## config.mk

```make
export PLATFORM = sky130hd
export DESIGN_NAME = instruction_fetch_flat
export DESIGN_NICKNAME = d
export VERILOG_FILES = /design/src/rtl/instruction_fetch_if.sv /design/src/rtl/instruction_fetch.sv /design/src/flat_wrapper.sv
export SDC_FILE = /design/constraint.sdc
export NUM_CORES = 1
export LEC_CHECK = 0
export BUFFER_PORTS_ARGS = -buffer_cell sky130_fd_sc_hd__buf_2
export CORE_MARGIN = 2
export CORE_UTILIZATION = 43
export CTS_BUF_LIST = sky130_fd_sc_hd__clkbuf_8 sky130_fd_sc_hd__clkbuf_16
export CTS_CLUSTER_SIZE = 14
export DETAILED_ROUTE_END_ITERATION = 8
export HOLD_SLACK_MARGIN = 0.06
export PLACE_DENSITY_LB_ADDON = 0.2
export SETUP_SLACK_MARGIN = 0.2
export SLEW_MARGIN = 20
export SYNTH_ARGS = -nofsm -noshare
export SYNTH_HDL_FRONTEND = slang
export SYNTH_SLANG_ARGS = --single-unit
export TNS_END_PERCENT = 10
```

## constraint.sdc

```tcl
create_clock -name i_clock -period 1.8 [get_ports i_clock]
set_input_delay 0.09 -clock i_clock [delete_from_list [all_inputs] [get_ports i_clock]]
set_output_delay 0.09 -clock i_clock [all_outputs]
set_load 0.005 [all_outputs]
```

## src/rtl/instruction_fetch_if.sv

```systemverilog
// Fetch-stage bus bundle: instruction-memory read port plus decode handoff.
// master = fetch stage, slave = memory/decode side.
interface instruction_fetch_if;
  logic        o_mem_req;
  logic [31:0] o_mem_addr;
  logic        i_mem_ready;
  logic        i_mem_rvalid;
  logic [31:0] i_mem_rdata;
  logic        i_mem_err;
  logic        o_instr_valid;
  logic [31:0] o_instr;
  logic [31:0] o_instr_pc;
  logic [1:0]  o_instr_fault;
  logic        i_instr_ready;
  logic [31:0] o_fetch_count;

  modport master (
    output o_mem_req,
    output o_mem_addr,
    input  i_mem_ready,
    input  i_mem_rvalid,
    input  i_mem_rdata,
    input  i_mem_err,
    output o_instr_valid,
    output o_instr,
    output o_instr_pc,
    output o_instr_fault,
    input  i_instr_ready,
    output o_fetch_count
  );

  modport slave (
    input  o_mem_req,
    input  o_mem_addr,
    output i_mem_ready,
    output i_mem_rvalid,
    output i_mem_rdata,
    output i_mem_err,
    input  o_instr_valid,
    input  o_instr,
    input  o_instr_pc,
    input  o_instr_fault,
    output i_instr_ready,
    input  o_fetch_count
  );
endinterface

```

## src/rtl/instruction_fetch.sv

```systemverilog
// Instruction fetch stage: single outstanding word read, buffered result,
// flush/redirect, misalignment check and response watchdog.
module instruction_fetch #(
  parameter logic [31:0] NOP_INSTR      = 32'h0000_0013,
  parameter int unsigned TIMEOUT_CYCLES = 255
) (
  input  logic                i_clock,
  input  logic                i_reset,
  input  logic [31:0]         i_pc,
  input  logic                i_fetch_en,
  input  logic                i_flush,
  instruction_fetch_if.master bus
);

  typedef enum logic [2:0] {
    IDLE,
    REQ,
    WAIT,
    DRAIN,
    HOLD
  } state_t;

  localparam logic [1:0] F_OK  = 2'b00;
  localparam logic [1:0] F_MIS = 2'b01;
  localparam logic [1:0] F_BUS = 2'b10;
  localparam logic [1:0] F_TMO = 2'b11;

  localparam logic [7:0] TMO_LIMIT = 8'(TIMEOUT_CYCLES);
  localparam logic       TMO_EN    = (TIMEOUT_CYCLES != 0);

  state_t      state_q, state_d;
  logic [31:0] pc_q, pc_d;
  logic [31:0] instr_q, instr_d;
  logic [1:0]  fault_q, fault_d;
  logic [7:0]  tmo_q, tmo_d;
  logic        pend_q, pend_d;
  logic [31:0] count_q, count_d;
  logic        req_q;
  logic        valid_q;

  always_comb begin
    state_d = state_q;
    pc_d    = pc_q;
    instr_d = instr_q;
    fault_d = fault_q;
    tmo_d   = tmo_q;
    pend_d  = pend_q;
    count_d = count_q;
    unique case (state_q)
      IDLE: begin
        if (i_fetch_en && !i_flush) begin
          pc_d = i_pc;
          if (i_pc[1:0] != 2'b00) begin
            state_d = HOLD;
            instr_d = NOP_INSTR;
            fault_d = F_MIS;
          end else begin
            state_d = REQ;
          end
        end
      end
      REQ: begin
        if (i_flush) begin
          state_d = bus.i_mem_ready ? DRAIN : IDLE;
          pend_d  = 1'b0;
        end else if (bus.i_mem_ready) begin
          state_d = WAIT;
          tmo_d   = '0;
        end
      end
      WAIT: begin
        if (i_flush) begin
          state_d = bus.i_mem_rvalid ? IDLE : DRAIN;
          pend_d  = 1'b0;
        end else if (bus.i_mem_rvalid) begin
          state_d = HOLD;
          instr_d = bus.i_mem_rdata;
          fault_d = bus.i_mem_err ? F_BUS : F_OK;
        end else begin
          tmo_d = tmo_q + 8'd1;
          if (TMO_EN && (tmo_d == TMO_LIMIT)) begin
            state_d = DRAIN;
            pend_d  = 1'b1;
          end
        end
      end
      DRAIN: begin
        // response still owed by memory; swallow it before going idle
        if (i_flush) begin
          pend_d = 1'b0;
          if (bus.i_mem_rvalid) state_d = IDLE;
        end else if (bus.i_mem_rvalid) begin
          pend_d = 1'b0;
          if (pend_q) begin
            state_d = HOLD;
            instr_d = NOP_INSTR;
            fault_d = F_TMO;
          end else begin
            state_d = IDLE;
          end
        end
      end
      HOLD: begin
        if (i_flush) begin
          state_d = IDLE;
        end else if (bus.i_instr_ready) begin
          state_d = IDLE;
          count_d = count_q + 32'd1;
        end
      end
      default: state_d = IDLE;
    endcase
  end

  always_ff @(posedge i_clock) begin
    if (i_reset) begin
      state_q <= IDLE;
      pc_q    <= '0;
      instr_q <= '0;
      fault_q <= F_OK;
      tmo_q   <= '0;
      pend_q  <= 1'b0;
      count_q <= '0;
      req_q   <= 1'b0;
      valid_q <= 1'b0;
    end else begin
      state_q <= state_d;
      pc_q    <= pc_d;
      instr_q <= instr_d;
      fault_q <= fault_d;
      tmo_q   <= tmo_d;
      pend_q  <= pend_d;
      count_q <= count_d;
      req_q   <= (state_d == REQ);
      valid_q <= (state_d == HOLD);
    end
  end

  assign bus.o_mem_req     = req_q;
  assign bus.o_mem_addr    = pc_q;
  assign bus.o_instr_valid = valid_q;
  assign bus.o_instr       = instr_q;
  assign bus.o_instr_pc    = pc_q;
  assign bus.o_instr_fault = fault_q;
  assign bus.o_fetch_count = count_q;

endmodule

```

## src/flat_wrapper.sv

```systemverilog
// flat-port wrapper written by rule: the top's interface ports become plain ports
module instruction_fetch_flat 
#(
  parameter logic [31:0] NOP_INSTR      = 32'h0000_0013,
  parameter int unsigned TIMEOUT_CYCLES = 255
)
  (i_clock, i_reset, i_pc, i_fetch_en, i_flush, bus_o_mem_req, bus_o_mem_addr, bus_i_mem_ready, bus_i_mem_rvalid, bus_i_mem_rdata, bus_i_mem_err, bus_o_instr_valid, bus_o_instr, bus_o_instr_pc, bus_o_instr_fault, bus_i_instr_ready, bus_o_fetch_count);
  instruction_fetch_if bus_i ();
  input  logic i_clock;
  input  logic i_reset;
  input  logic [31:0] i_pc;
  input  logic i_fetch_en;
  input  logic i_flush;
  output wire logic [$bits(bus_i.o_mem_req)-1:0] bus_o_mem_req;
  output wire logic [$bits(bus_i.o_mem_addr)-1:0] bus_o_mem_addr;
  input wire logic [$bits(bus_i.i_mem_ready)-1:0] bus_i_mem_ready;
  input wire logic [$bits(bus_i.i_mem_rvalid)-1:0] bus_i_mem_rvalid;
  input wire logic [$bits(bus_i.i_mem_rdata)-1:0] bus_i_mem_rdata;
  input wire logic [$bits(bus_i.i_mem_err)-1:0] bus_i_mem_err;
  output wire logic [$bits(bus_i.o_instr_valid)-1:0] bus_o_instr_valid;
  output wire logic [$bits(bus_i.o_instr)-1:0] bus_o_instr;
  output wire logic [$bits(bus_i.o_instr_pc)-1:0] bus_o_instr_pc;
  output wire logic [$bits(bus_i.o_instr_fault)-1:0] bus_o_instr_fault;
  input wire logic [$bits(bus_i.i_instr_ready)-1:0] bus_i_instr_ready;
  output wire logic [$bits(bus_i.o_fetch_count)-1:0] bus_o_fetch_count;
  assign bus_o_mem_req = bus_i.o_mem_req;
  assign bus_o_mem_addr = bus_i.o_mem_addr;
  assign bus_i.i_mem_ready = bus_i_mem_ready;
  assign bus_i.i_mem_rvalid = bus_i_mem_rvalid;
  assign bus_i.i_mem_rdata = bus_i_mem_rdata;
  assign bus_i.i_mem_err = bus_i_mem_err;
  assign bus_o_instr_valid = bus_i.o_instr_valid;
  assign bus_o_instr = bus_i.o_instr;
  assign bus_o_instr_pc = bus_i.o_instr_pc;
  assign bus_o_instr_fault = bus_i.o_instr_fault;
  assign bus_i.i_instr_ready = bus_i_instr_ready;
  assign bus_o_fetch_count = bus_i.o_fetch_count;
  instruction_fetch #(.NOP_INSTR(NOP_INSTR), .TIMEOUT_CYCLES(TIMEOUT_CYCLES)) u_core (.i_clock(i_clock), .i_reset(i_reset), .i_pc(i_pc), .i_fetch_en(i_fetch_en), .i_flush(i_flush), .bus(bus_i));
endmodule
```

Yosys cells after proc, flatten, opt, wreduce, memory -nomap -nowiden
Cells that the tools add are included.

Input port bits: 72. Logic and storage cells: 90. Bits in registers: 112. Output and inout port bits: 132.

Bitwise logic cells: 1. Reductions and logical operators: 12. Add/sub/neg operators: 2. Eq/ne operators: 21. Mux-type cells: 45.

Operator list (count): 2-to-1 mux 32 bit (7); one-hot mux 32 bit (3 select lines) (1); 2-to-1 mux 3 bit (13); adder 32 x 1 -> 32 bit (second input constant) (1); 2-to-1 mux 8 bit (4); 2-to-1 mux 2 bit (10); inequality test 2 bit (second input constant) (8); one-hot mux 8 bit (2 select lines) (1); one-hot mux 3 bit (5 select lines) (1); AND reduction 5 bit (2); adder 8 x 1 -> 8 bit (second input constant) (1); equality test 8 bit (second input constant) (1); AND reduction 8 bit (1); equality test 3 x 1 -> 1 bit (second input constant) (2); equality test 3 x 2 -> 1 bit (second input constant) (2); equality test 3 bit (second input constant) (2); 2-to-1 mux 1 bit (6); inequality test 2 x 1 -> 1 bit (second input constant) (3); inequality test 3 bit (second input constant) (2); one-hot mux 2 bit (3 select lines) (1); nonzero test 3 bit (2); nonzero test 2 bit (2); logical NOT 3 bit (1); inequality test 3 x 2 -> 1 bit (second input constant) (1); 6 further kinds (6).

Longest topological paths before layout
Gate-level depths: netlist (run 1).

Depth after elaboration: 7. Gate-level depth with buffers: 7. Depth with buffers taken out: 6.

Worst setup path before layout (run 1)
Ideal clock, no wire load.

Kind: register to register. From: register u_core.tmo_q[1]. To: register u_core.pend_q. Setup time: 0.124 ns. Cell stages (with the launch flop): 7. Setup slack: -0.076 ns. Arrival: 1.752 ns. Path buffers: 0. Period minus slack after synthesis: 1.876 ns. Data required time: 1.676 ns. Cell sequence: dfxtp_1 > ha_1 > nand3_1 > or3_4 > a2111oi_4 > mux2i_1 > o21ai_0.

Cells in the longest elaborated chain, start to end: 4.

Ends and longest elaborated chain: start, declared (RTL line instruction_fetch.sv:35) `logic [7:0] tmo_q, tmo_d;`; start signal, assigned (RTL line instruction_fetch.sv:131) `tmo_q <= tmo_d;`; adder 8 x 1 -> 8 bit (RTL line instruction_fetch.sv:80) `tmo_d = tmo_q + 8'd1;`; equality test 8 bit (RTL line instruction_fetch.sv:81) `if (TMO_EN && (tmo_d == TMO_LIMIT)) begin`; inequality test 3 x 2 -> 1 bit (no line); AND reduction 5 bit (no line); end signal, assigned (RTL line instruction_fetch.sv:132) `pend_q <= pend_d;`; end, declared (RTL line instruction_fetch.sv:36) `logic pend_q, pend_d;`.

No other way between the ends. A chain may end at the register's enable or synchronous reset.

Worst setup path in the final report (run 1)
Same ends and word-level chain as after synthesis.

==> flow_summary_export.csv, run 1 <==
group,metric,value,unit
critical_path,cp-end-kind,"flip-flop",
synth,ys.flop_type,"dfxtp_1",
floorplan,fp.dieH,109.9,um
synth,synth_area,4821,um2
job,cap_violations,0,
sta,worst_slew_margin_rel,0.7003,
clock_tree,cts_buffer_depth,2,
global_routing,grt_pass1_wl,20.65,mm
pwr,clkPwrFrac,0.345,
global_routing,met2_usage,0.3655,
sta,grt_setup_unrepaired,"yes",
place,portBuffers,203,
global_routing,grt_max_degree,48,
place,place_ws,0.02445,ns
global_routing,grt_antenna_before_repair,0,
critical_path,required,2.07,ns
floorplan,rows,38,
clock_tree,cts_buffers,9,
finish,fin_area,7196,um2
pwr,sequentialPowerShare,0.531,
place,gp_congestion,0.8455,
sta,setup_violations,0,
route,routed_wl,14.30,mm
sta,whs,0.09688,ns
route,drtAntennaViolNets,0,
floorplan,pin_count,204,
finish,syn2layout_area_growth,49.26,%
sta,fin_ws,0.05236,ns
global_routing,gr-total-overflow,0,
clock_tree,cts_sinks,112,
global_routing,grt.busiest_layer,"met2",
place,dpl_cell_area,5957,um2
pwr,p_switching,1206,uW
synth,ys_types,45,
finish,final_common_cell,"buf_2",
clock_tree,clk-insertion-delay-late,0.38,ns
pwr,peakVddDrop,479.2,uV
place,post-dp-hpwl,8.986,mm
floorplan,die-area,12070,um2
finish,utilization,0.6609,
route,dr.pass1.iters,6,
pwr,swShare,0.2493,
synth,synth_top_area_share,0.4651,
critical_path,crit_type,"reg -> reg",
critical_path,crit_arrival,2.02,ns
pwr,finalPower,4835,uW
route,routed_via_density,5.085,
clock_tree,cts_max_level,3,
synth,syn_nets,644,
global_routing,use_met1,0.2637,
critical_path,start_kind,"flip-flop",
floorplan,core,10890,um2
clock_tree,cts_root_buf,"clkbuf_8",
global_routing,first_global_vias,4440,
synth,syn_inst,569,
pwr,power_per_cell_area,671.9,nW/um2
synth,async_reset_ff_frac,0,
sta,fin_crit,1.748,ns
pwr,internal-power,3629,uW
pwr,power_leakage,0.003242,uW
sta,finalHoldViolCount,0,
route,drt_iter0_drc,299,
route,vias,4927,
sta,worst_pin_slew,0.4495,ns
route,wire_per_inst,14.75,um
floorplan,start_util,0.4428,
finish,nets,900,
sta,timing.fmax,572.2,MHz
sta,drv_slew,0,
synth,synth_area_leader_cell,"dfxtp_1",
clock_tree,cts.reportedPaths.clkPinSlew,0.11,ns
global_routing,met3_usage,0.05809,
synth,ys_ff_latch,112,
finish,antenna_cells,0,
global_routing,grt_usage,0.2160,
finish,layout_common_cells,"buf_2 (202), dfxtp_1 (105), nand2_1 (80)",
sta,finalCritPeriodShare,0.9709,
pwr,pwr-share-comb,0.125,
sta,fin_skew,0.01083,ns
synth,ys_top_cells_by_area,"dfxtp_1 (47%), nand2_1 (6.2%), nor2_1 (5.7%), a21oi_1 (5.1%), xor2_1 (5.1%)",
critical_path,path_max_fanout,4,
finish,drive_gt1_frac,0.3812,
worst_hold_path,hold_path_class,"in -> reg",
synth,synth_edf_count,0,
clock_tree,cts_tree,"built",
synth,avgSynthCellArea,8.473,um2
status,status,"complete, no violations",
floorplan,die_w,109.9,um
route,drc,0,
synth,synth-warning-count,0,
synth,ys_seq_area_frac,0.4651,
metal layers:
layer / routed length [um] / vias to the layer above
met3: 1011 / 20
met4: 218 / 0
met2: 7053 / 175
li1: - / 2416
met5: 0 / -
met1: 6012 / 2316
kinds of logic (layout without fill, tap and decap cells):
| kind of cell | Yosys count | count (layout) | share of synthesized area |
|---|---|---|---|
| xor+xnor | 31 | 31 | 0.05632 |
| buf+inv | 77 | 337 | 0.09032 |
| fa+ha+maj | 3 | 3 | 0.007787 |
| mux | 4 | 4 | 0.008306 |
| flops | 112 | 112 | 0.4651 |
| simple gates | 236 | 236 | 0.2318 |
| compound gates | 106 | 106 | 0.1404 |
flip-flops by register name, summed over array words and instances, names as in the netlist:
| name | flops |
|---|---|
| u_core.state_q | 3 |
| u_core.bus.o_instr_valid | 1 |
| u_core.bus.o_fetch_count | 32 |
| u_core.bus.o_instr | 32 |
| u_core.bus.o_instr_fault | 2 |
| u_core.tmo_q | 8 |
| u_core.pend_q | 1 |
| u_core.bus.o_instr_pc | 32 |
| u_core.bus.o_mem_req | 1 |
Yosys cell counts, drive strengths merged, types with 2 or more instances:
master  count
a21oi      49
clkbuf     19
inv        10
nand2b      3
nor2b       2
buf        48
and2        9
and3       10
and4        7
nand3      13
nor3        9
a21o        3
ha          3
dfxtp     112
xor2       28
a22oi      29
xnor2       3
or4         2
nor2       73
a221oi      3
a211oi      2
nand4      18
mux2i       4
nand2      80
or3         6
o21ai      12
metrics by stage:
stage                     cells  setup TNS, ns
after floorplan             569              0
after global placement      877              0
after detailed placement    877              0
after CTS                   961              0
after global routing        969       -0.03804
final                       969              0
area by class of cell:
class / instances / area, um2
inverter: 10 / 37.54
tap: 140 / 175.2
timing repair buffer: 312 / 2127
clock buffer: 9 / 123.9
fill: 883 / 3692
clock inverter: 6 / 91.34
multi-input combinational: 380 / 2387
sequential: 112 / 2253
worst max-delay path: stages, from the launching register on:
cell and delay (ns):
dfxtp_4 0.37, ha_4 0.15, nand3_4 0.08, or3_4 0.35
a2111oi_4 0.38, mux2i_1 0.23, o21ai_1 0.09
power by group through the flow:
| stage | Combinational (uW) | Clock (uW) | Sequential, uW |
|---|---|---|---|
| 3_5_place_dp | 426 | 0 | 2620 |
| 5_1_grt | 660 | 1790 | 2570 |
| 3_3_place_gp | 422 | 0 | 2620 |
| 2_1_floorplan | 244 | 0 | 2620 |
| 6_report | 603 | 1670 | 2570 |
| 4_1_cts | 534 | 1690 | 2560 |
worst paths after layout:
| check | start | endpoint | depth (start not counted) | slack [ns] |
|---|---|---|---|---|
| setup / recovery | u_core.tmo_q[1] | u_core.pend_q | 6 | 0.05 |
| hold / removal | bus_i_mem_err | u_core.bus.o_instr_fault[1] | 4 | 0.1 |
| setup reg to reg | u_core.tmo_q[1] | u_core.pend_q | 6 | 0.05 |
| hold reg to reg | u_core.bus.o_instr_pc[11] | u_core.bus.o_instr_pc[11] | 2 | 0.47 |
repair_timing:
| item | CTS | global route |
|---|---|---|
| hold endpoints to repair | 64 | 0 |
| gates cloned | 0 | 4 |
| resized for setup | 6 | 54 |
| hold buffers | 64 | 0 |
| pin swaps | 7 | 19 |
| setup buffers | 5 | 4 |
| setup endpoints to repair | 61 | 98 |
Power figures use the tool's default switching activity.
==> inputs of run 2 (changes only) <==
--- a/config.mk
+++ b/config.mk
@@ -7,11 +7,13 @@
 export LEC_CHECK = 0
 export BUFFER_PORTS_ARGS = -buffer_cell sky130_fd_sc_hd__buf_2
 export CORE_MARGIN = 2
-export CORE_UTILIZATION = 43
+export CORE_UTILIZATION = 52
 export CTS_BUF_LIST = sky130_fd_sc_hd__clkbuf_8 sky130_fd_sc_hd__clkbuf_16
 export CTS_CLUSTER_SIZE = 14
 export DETAILED_ROUTE_END_ITERATION = 8
+export GPL_ROUTABILITY_DRIVEN = 1
 export HOLD_SLACK_MARGIN = 0.06
+export MAX_ROUTING_LAYER = met4
 export PLACE_DENSITY_LB_ADDON = 0.2
 export SETUP_SLACK_MARGIN = 0.2
 export SLEW_MARGIN = 20
==> constraint.sdc (replaced) <==
create_clock -name i_clock -period 2.1 [get_ports i_clock]
set_input_delay 0.105 -clock i_clock [delete_from_list [all_inputs] [get_ports i_clock]]
set_output_delay 0.105 -clock i_clock [all_outputs]
set_load 0.005 [all_outputs]
==> run 2 against run 1 <==
  * Clock skew rose by 0.0042 ns
  * Global-route usage rose by 5.0 points
  * Final cell count fell by 5.6%
  * Power fell by 17%
  * Sequential share of layout area rose by 2.4 points
==> flow_summary_export.csv, run 2 (synthesis results as in run 1) <==
group,metric,value,unit
status,status,"complete, no violations",
global_routing,grt_usage,0.2660,
finish,layout_common_cells,"buf_2 (202), dfxtp_1 (110), nand2_1 (80)",
global_routing,gr-total-overflow,0,
route,routed_via_density,5.278,
critical_path,path_max_fanout,4,
route,vias,4829,
sta,whs,0.08711,ns
pwr,peakVddDrop,333.1,uV
pwr,power_per_cell_area,603.6,nW/um2
critical_path,regToRegSetupSlack,0.28,ns
pwr,power_leakage,0.003050,uW
route,wire_per_inst,15.01,um
floorplan,die_w,100.3,um
job,cap_violations,0,
global_routing,grt_pass1_wl,20.98,mm
route,routed_wl,13.73,mm
sta,worst_pin_slew,0.6484,ns
route,drtAntennaViolNets,0,
finish,syn2layout_area_growth,38.07,%
pwr,p_switching,1013,uW
clock_tree,cts_buffer_depth,2,
place,portBuffers,203,
finish,final_common_cell,"buf_2",
pwr,finalPower,4018,uW
finish,utilization,0.7308,
sta,setup_tns,0,ns
sta,timing.fmax,549.2,MHz
finish,drive_gt1_frac,0.3200,
pwr,internal-power,3005,uW
worst_hold_path,hold_depth,2,
floorplan,fp.dieH,100.3,um
route,dr.pass1.iters,5,
sta,worst_slew_margin_rel,0.5632,
sta,fin_crit,1.821,ns
pwr,clkPwrFrac,0.338,
sta,drv_slew,0,
critical_path,r2r-end,"u_core.pend_q",
place,gp_congestion,0.8678,
route,drc,0,
clock_tree,cts.reportedPaths.clkPinSlew,0.10,ns
route,drt_iter0_drc,212,
critical_path,required,2.36,ns
clock_tree,cts_tree,"built",
finish,nFillCells,678,
sta,fin_skew,0.01507,ns
sta,setup_violations,0,
clock_tree,cts_root_buf,"clkbuf_8",
finish,nets,873,
sta,finalHoldViolCount,0,
worst_hold_path,hold_path_class,"in -> reg",
clock_tree,clk-insertion-delay-late,0.38,ns
worst_hold_path,whs_endpoint,"u_core.state_q[0]",
sta,grt_setup_unrepaired,"yes",
pwr,swShare,0.2520,
floorplan,rows,35,
clock_tree,cts_buffers,9,
critical_path,crit_type,"reg -> reg",
pwr,sequentialPowerShare,0.547,
worst_hold_path,hp-start,"i_reset",
clock_tree,cts_max_level,3,
critical_path,reg2regPathDepth,6,
floorplan,pin_count,204,
pwr,pwr-share-comb,0.115,
critical_path,cp-end-kind,"flip-flop",
floorplan,die-area,10060,um2
floorplan,core,9109,um2
clock_tree,cts_sinks,112,
critical_path,timing.rr.start,"u_core.tmo_q[0]",
sta,finalCritPeriodShare,0.8671,
global_routing,grt_antenna_before_repair,1,
critical_path,crit_arrival,2.08,ns
global_routing,first_global_vias,4365,
place,post-dp-hpwl,8.475,mm
critical_path,start_kind,"flip-flop",
floorplan,start_util,0.5293,
global_routing,grt_max_degree,53,
run 2: changes by cell type in the layout (fill, tap and decap cells not counted), moves of 3 or more:
| cell | delta |
|---|---|
| a22oi_1 | +19 |
| a22oi_2 | -19 |
| buf_12 | -3 |
| buf_4 | -13 |
| buf_6 | -7 |
| dfxtp_1 | +5 |
| dfxtp_2 | -5 |
| o21ai_0 | +3 |
| o21ai_1 | -3 |
run 2: worst max-delay path by stage:
stage | slack, ns | depth (start not counted) | startpoint | end
2_1_floorplan | 0.22 | 6 | u_core.tmo_q[1] | u_core.pend_q
3_3_place_gp | 0.14 | 6 | u_core.tmo_q[1] | u_core.pend_q
3_5_place_dp | 0.06 | 6 | u_core.tmo_q[1] | u_core.bus.o_mem_req
4_1_cts | 0.21 | 6 | u_core.tmo_q[0] | u_core.bus.o_mem_req
5_1_grt | 0.17 | 6 | u_core.tmo_q[0] | u_core.pend_q
6_report | 0.28 | 6 | u_core.tmo_q[0] | u_core.pend_q
run 2: through the flow:
stage / setup WS, ns / instances / instance area, um2
2_1_floorplan: 0.2240 / 569 / 4821
3_3_place_gp: 0.1438 / 832 / 5725
3_5_place_dp: 0.06068 / 832 / 5725
4_1_cts: 0.2134 / 913 / 6601
5_1_grt: 0.1657 / 915 / 6656
6_report: 0.2792 / 915 / 6656
run 2: area by class of cell:
class	instances	area, um2	area share
Timing Repair Buffer	285	1810	0.2720
Inverter	10	37.54	0.005639
Clock buffer	10	137.6	0.02068
Clock inverter	6	73.82	0.01109
Antenna cell	1	2.502	0.0003759
Multi-Input combinational cell	380	2208	0.3318
Tap cell	111	138.9	0.02086
Sequential cell	112	2247	0.3376
run 2: timing repair:
item | 4_1_cts | 5_1_grt
hold endpoints to repair | 64 | 0
buffers inserted | 1 | 1
setup endpoints to repair | 3 | 49
hold buffers | 64 | 0
pin swaps | 3 | 4
gates resized for setup | 5 | 9
run 2: power groups by stage:
| stage | clock network (uW) | registers [uW] | logic (uW) |
|---|---|---|---|
| after CTS | 1380 | 2200 | 441 |
| after floorplan | 0 | 2250 | 205 |
| after global routing | 1460 | 2200 | 503 |
| after detailed placement | 0 | 2250 | 347 |
| final | 1360 | 2200 | 461 |
| after global placement | 0 | 2240 | 342 |
run 2: worst max-delay path, stage by stage, from the launching register on:
cell and delay, ns:
dfxtp_4 0.38, ha_4 0.16, nand3_2 0.10, or3_4 0.37, a2111oi_4 0.42, mux2i_1 0.21
o21ai_0 0.08
run 2: routing by layer:
layer,track usage,part of all wire,up-vias
met5,-,0,-
met4,0.1033,0.030,0
met3,0.05919,0.068,33
met2,0.4347,0.49,208
met1,0.3207,0.41,2226
li1,-,-,2362
==> inputs of run 3 (changes only) <==
--- a/config.mk
+++ b/config.mk
@@ -7,7 +7,7 @@
 export LEC_CHECK = 0
 export BUFFER_PORTS_ARGS = -buffer_cell sky130_fd_sc_hd__buf_2
 export CORE_MARGIN = 2
-export CORE_UTILIZATION = 52
+export CORE_UTILIZATION = 48
 export CTS_BUF_LIST = sky130_fd_sc_hd__clkbuf_8 sky130_fd_sc_hd__clkbuf_16
 export CTS_CLUSTER_SIZE = 14
 export DETAILED_ROUTE_END_ITERATION = 8
==> constraint.sdc (replaced) <==
create_clock -name i_clock -period 2 [get_ports i_clock]
set_input_delay 0.1 -clock i_clock [delete_from_list [all_inputs] [get_ports i_clock]]
set_output_delay 0.1 -clock i_clock [all_outputs]
set_load 0.005 [all_outputs]
==> run 3 against run 2 <==
  * Power increased by 6.4%
  * Setup slack got worse by 0.10 ns
  * Final cell count rose by 3.0%
==> flow_summary_export.csv, run 3 (synthesis results as in run 1) <==
group,metric,value,unit
status,status,"complete, no violations",
finish,drive_gt1_frac,0.3201,
floorplan,core,9774,um2
route,drc,0,
pwr,peakVddDrop,372.3,uV
clock_tree,cts_buffers,9,
critical_path,crit_type,"reg -> reg",
route,drtAntennaViolNets,0,
route,routed_via_density,5.221,
global_routing,grt.busiest_layer,"met2",
clock_tree,cts_buffer_depth,2,
sta,grt_setup_unrepaired,"yes",
sta,worst_slew_margin_rel,0.6138,
clock_tree,cts.reportedPaths.clkPinSlew,0.10,ns
worst_hold_path,hold_path_class,"in -> reg",
place,post-dp-hpwl,8.583,mm
finish,syn2layout_area_growth,39.71,%
global_routing,gr-total-overflow,0,
critical_path,path_max_fanout,4,
route,vias,4918,
floorplan,fp.dieH,104.2,um
route,dr.pass1.iters,5,
job,cap_violations,0,
place,gp_congestion,0.8993,
finish,antenna_cells,0,
global_routing,grt_max_degree,52,
clock_tree,cts_tree,"built",
sta,timing.fmax,549.0,MHz
global_routing,met2_usage,0.4211,
critical_path,cp-end-kind,"flip-flop",
sta,fin_ws,0.1785,ns
global_routing,met3_usage,0.04762,
sta,finalCritPeriodShare,0.9108,
critical_path,regToRegSetupSlack,0.18,ns
critical_path,required,2.31,ns
clock_tree,cts_max_level,3,
critical_path,reg2regPathDepth,5,
sta,setup_violations,0,
sta,worst_pin_slew,0.5755,ns
sta,fin_crit,1.822,ns
route,wire_per_inst,14.57,um
global_routing,grt_usage,0.2534,
critical_path,r2r-end,"u_core.bus.o_fetch_count[25]",
place,place_ws,0.04139,ns
route,routed_wl,13.72,mm
pwr,power_leakage,0.003087,uW
global_routing,grt_pass1_wl,22.20,mm
finish,final_common_cell,"buf_2",
clock_tree,cts_sinks,112,
critical_path,start_kind,"flip-flop",
critical_path,timing.rr.start,"u_core.state_q[1]",
sta,finalHoldViolCount,0,
finish,nets,879,
worst_hold_path,whs_endpoint,"u_core.bus.o_instr_fault[1]",
clock_tree,clk-insertion-delay-late,0.38,ns
route,drt_iter0_drc,258,
floorplan,die-area,10860,um2
worst_hold_path,hold_depth,4,
critical_path,crit_arrival,2.13,ns
worst_hold_path,hp-start,"bus_i_mem_err",
sta,drv_slew,0,
pwr,power_per_cell_area,634.9,nW/um2
sta,setup_tns,0,ns
floorplan,pin_count,204,
global_routing,grt_antenna_before_repair,0,
global_routing,use_met1,0.2938,
finish,layout_common_cells,"buf_2 (202), dfxtp_1 (110), nand2_1 (80)",
finish,utilization,0.6891,
place,portBuffers,203,
floorplan,rows,36,
clock_tree,cts_root_buf,"clkbuf_8",
sta,fin_skew,0.01057,ns
floorplan,start_util,0.4932,
floorplan,die_w,104.2,um
global_routing,first_global_vias,4657,
[run 3: cell count changes in the layout (fill, tap and decap cells not counted), moves of 2 or more]
cell      change
clkinv_2      +3
buf_12        +2
buf_4         +5
clkinv_4      -2
[run 3: worst max-delay path by stage]
| stage | start | endpoint | slack (ns) | depth (start not counted) |
|---|---|---|---|---|
| 6_report | u_core.state_q[1] | u_core.bus.o_fetch_count[25] | 0.18 | 5 |
| 3_5_place_dp | u_core.tmo_q[0] | u_core.pend_q | 0.04 | 6 |
| 4_1_cts | u_core.tmo_q[1] | u_core.pend_q | 0.16 | 6 |
| 3_3_place_gp | u_core.tmo_q[0] | u_core.pend_q | 0.13 | 6 |
| 5_1_grt | u_core.state_q[1] | u_core.bus.o_fetch_count[25] | 0.12 | 5 |
| 2_1_floorplan | u_core.tmo_q[0] | u_core.pend_q | 0.22 | 6 |
[run 3: area by class of cell]
type / count / area (um2)
Fill cell: 764 / 3039
Sequential cell: 112 / 2245
Inverter: 10 / 37.54
Clock buffer: 9 / 123.9
Clock inverter: 7 / 92.59
Tap cell: 133 / 166.4
Multi-Input combinational cell: 380 / 2193
Timing Repair Buffer: 291 / 1877
[run 3: layer usage]
metal	wire, um	vias up
li1	-	2374
met1	5609	2284
met2	6753	222
met3	875	38
met4	483	0
met5	0	-
[run 3: power by group]
part / switching [uW] / internal, uW / total, uW / leakage (uW)
Combinational: 233 / 252 / 485 / 0.00207
Clock: 775 / 709 / 1480 / 0.000114
Sequential: 32.0 / 2280 / 2310 / 0.000908
[run 3: repair_timing]
item / 4_1_cts / 5_1_grt
resized for setup: 4 / 4
setup endpoints to repair: 6 / 24
endpoints found under the hold margin: 64 / 0
setup buffers: 2 / 3
pin swaps: 3 / 2
hold buffers: 64 / 0
[run 3: critical path: stages, from the launching register on]
cell     delay (ns)
dfxtp_1        0.32
or3_4          0.42
nor3_4         0.28
nand3_1        0.17
or4_1          0.41
a21oi_1        0.15
[run 3: through the flow]
| step | cell area [um2] | total power (uW) | hold WS [ns] | instances |
|---|---|---|---|---|
| global route | 6735 | 4449 | 0.1227 | 942 |
| floorplan | 4825 | 2576 | 0.2360 | 569 |
| CTS | 6698 | 4300 | 0.09423 | 939 |
| finish | 6735 | 4276 | 0.1029 | 942 |
| global placement | 5804 | 2727 | 0.3409 | 857 |
| detailed placement | 5804 | 2735 | 0.3491 | 857 |
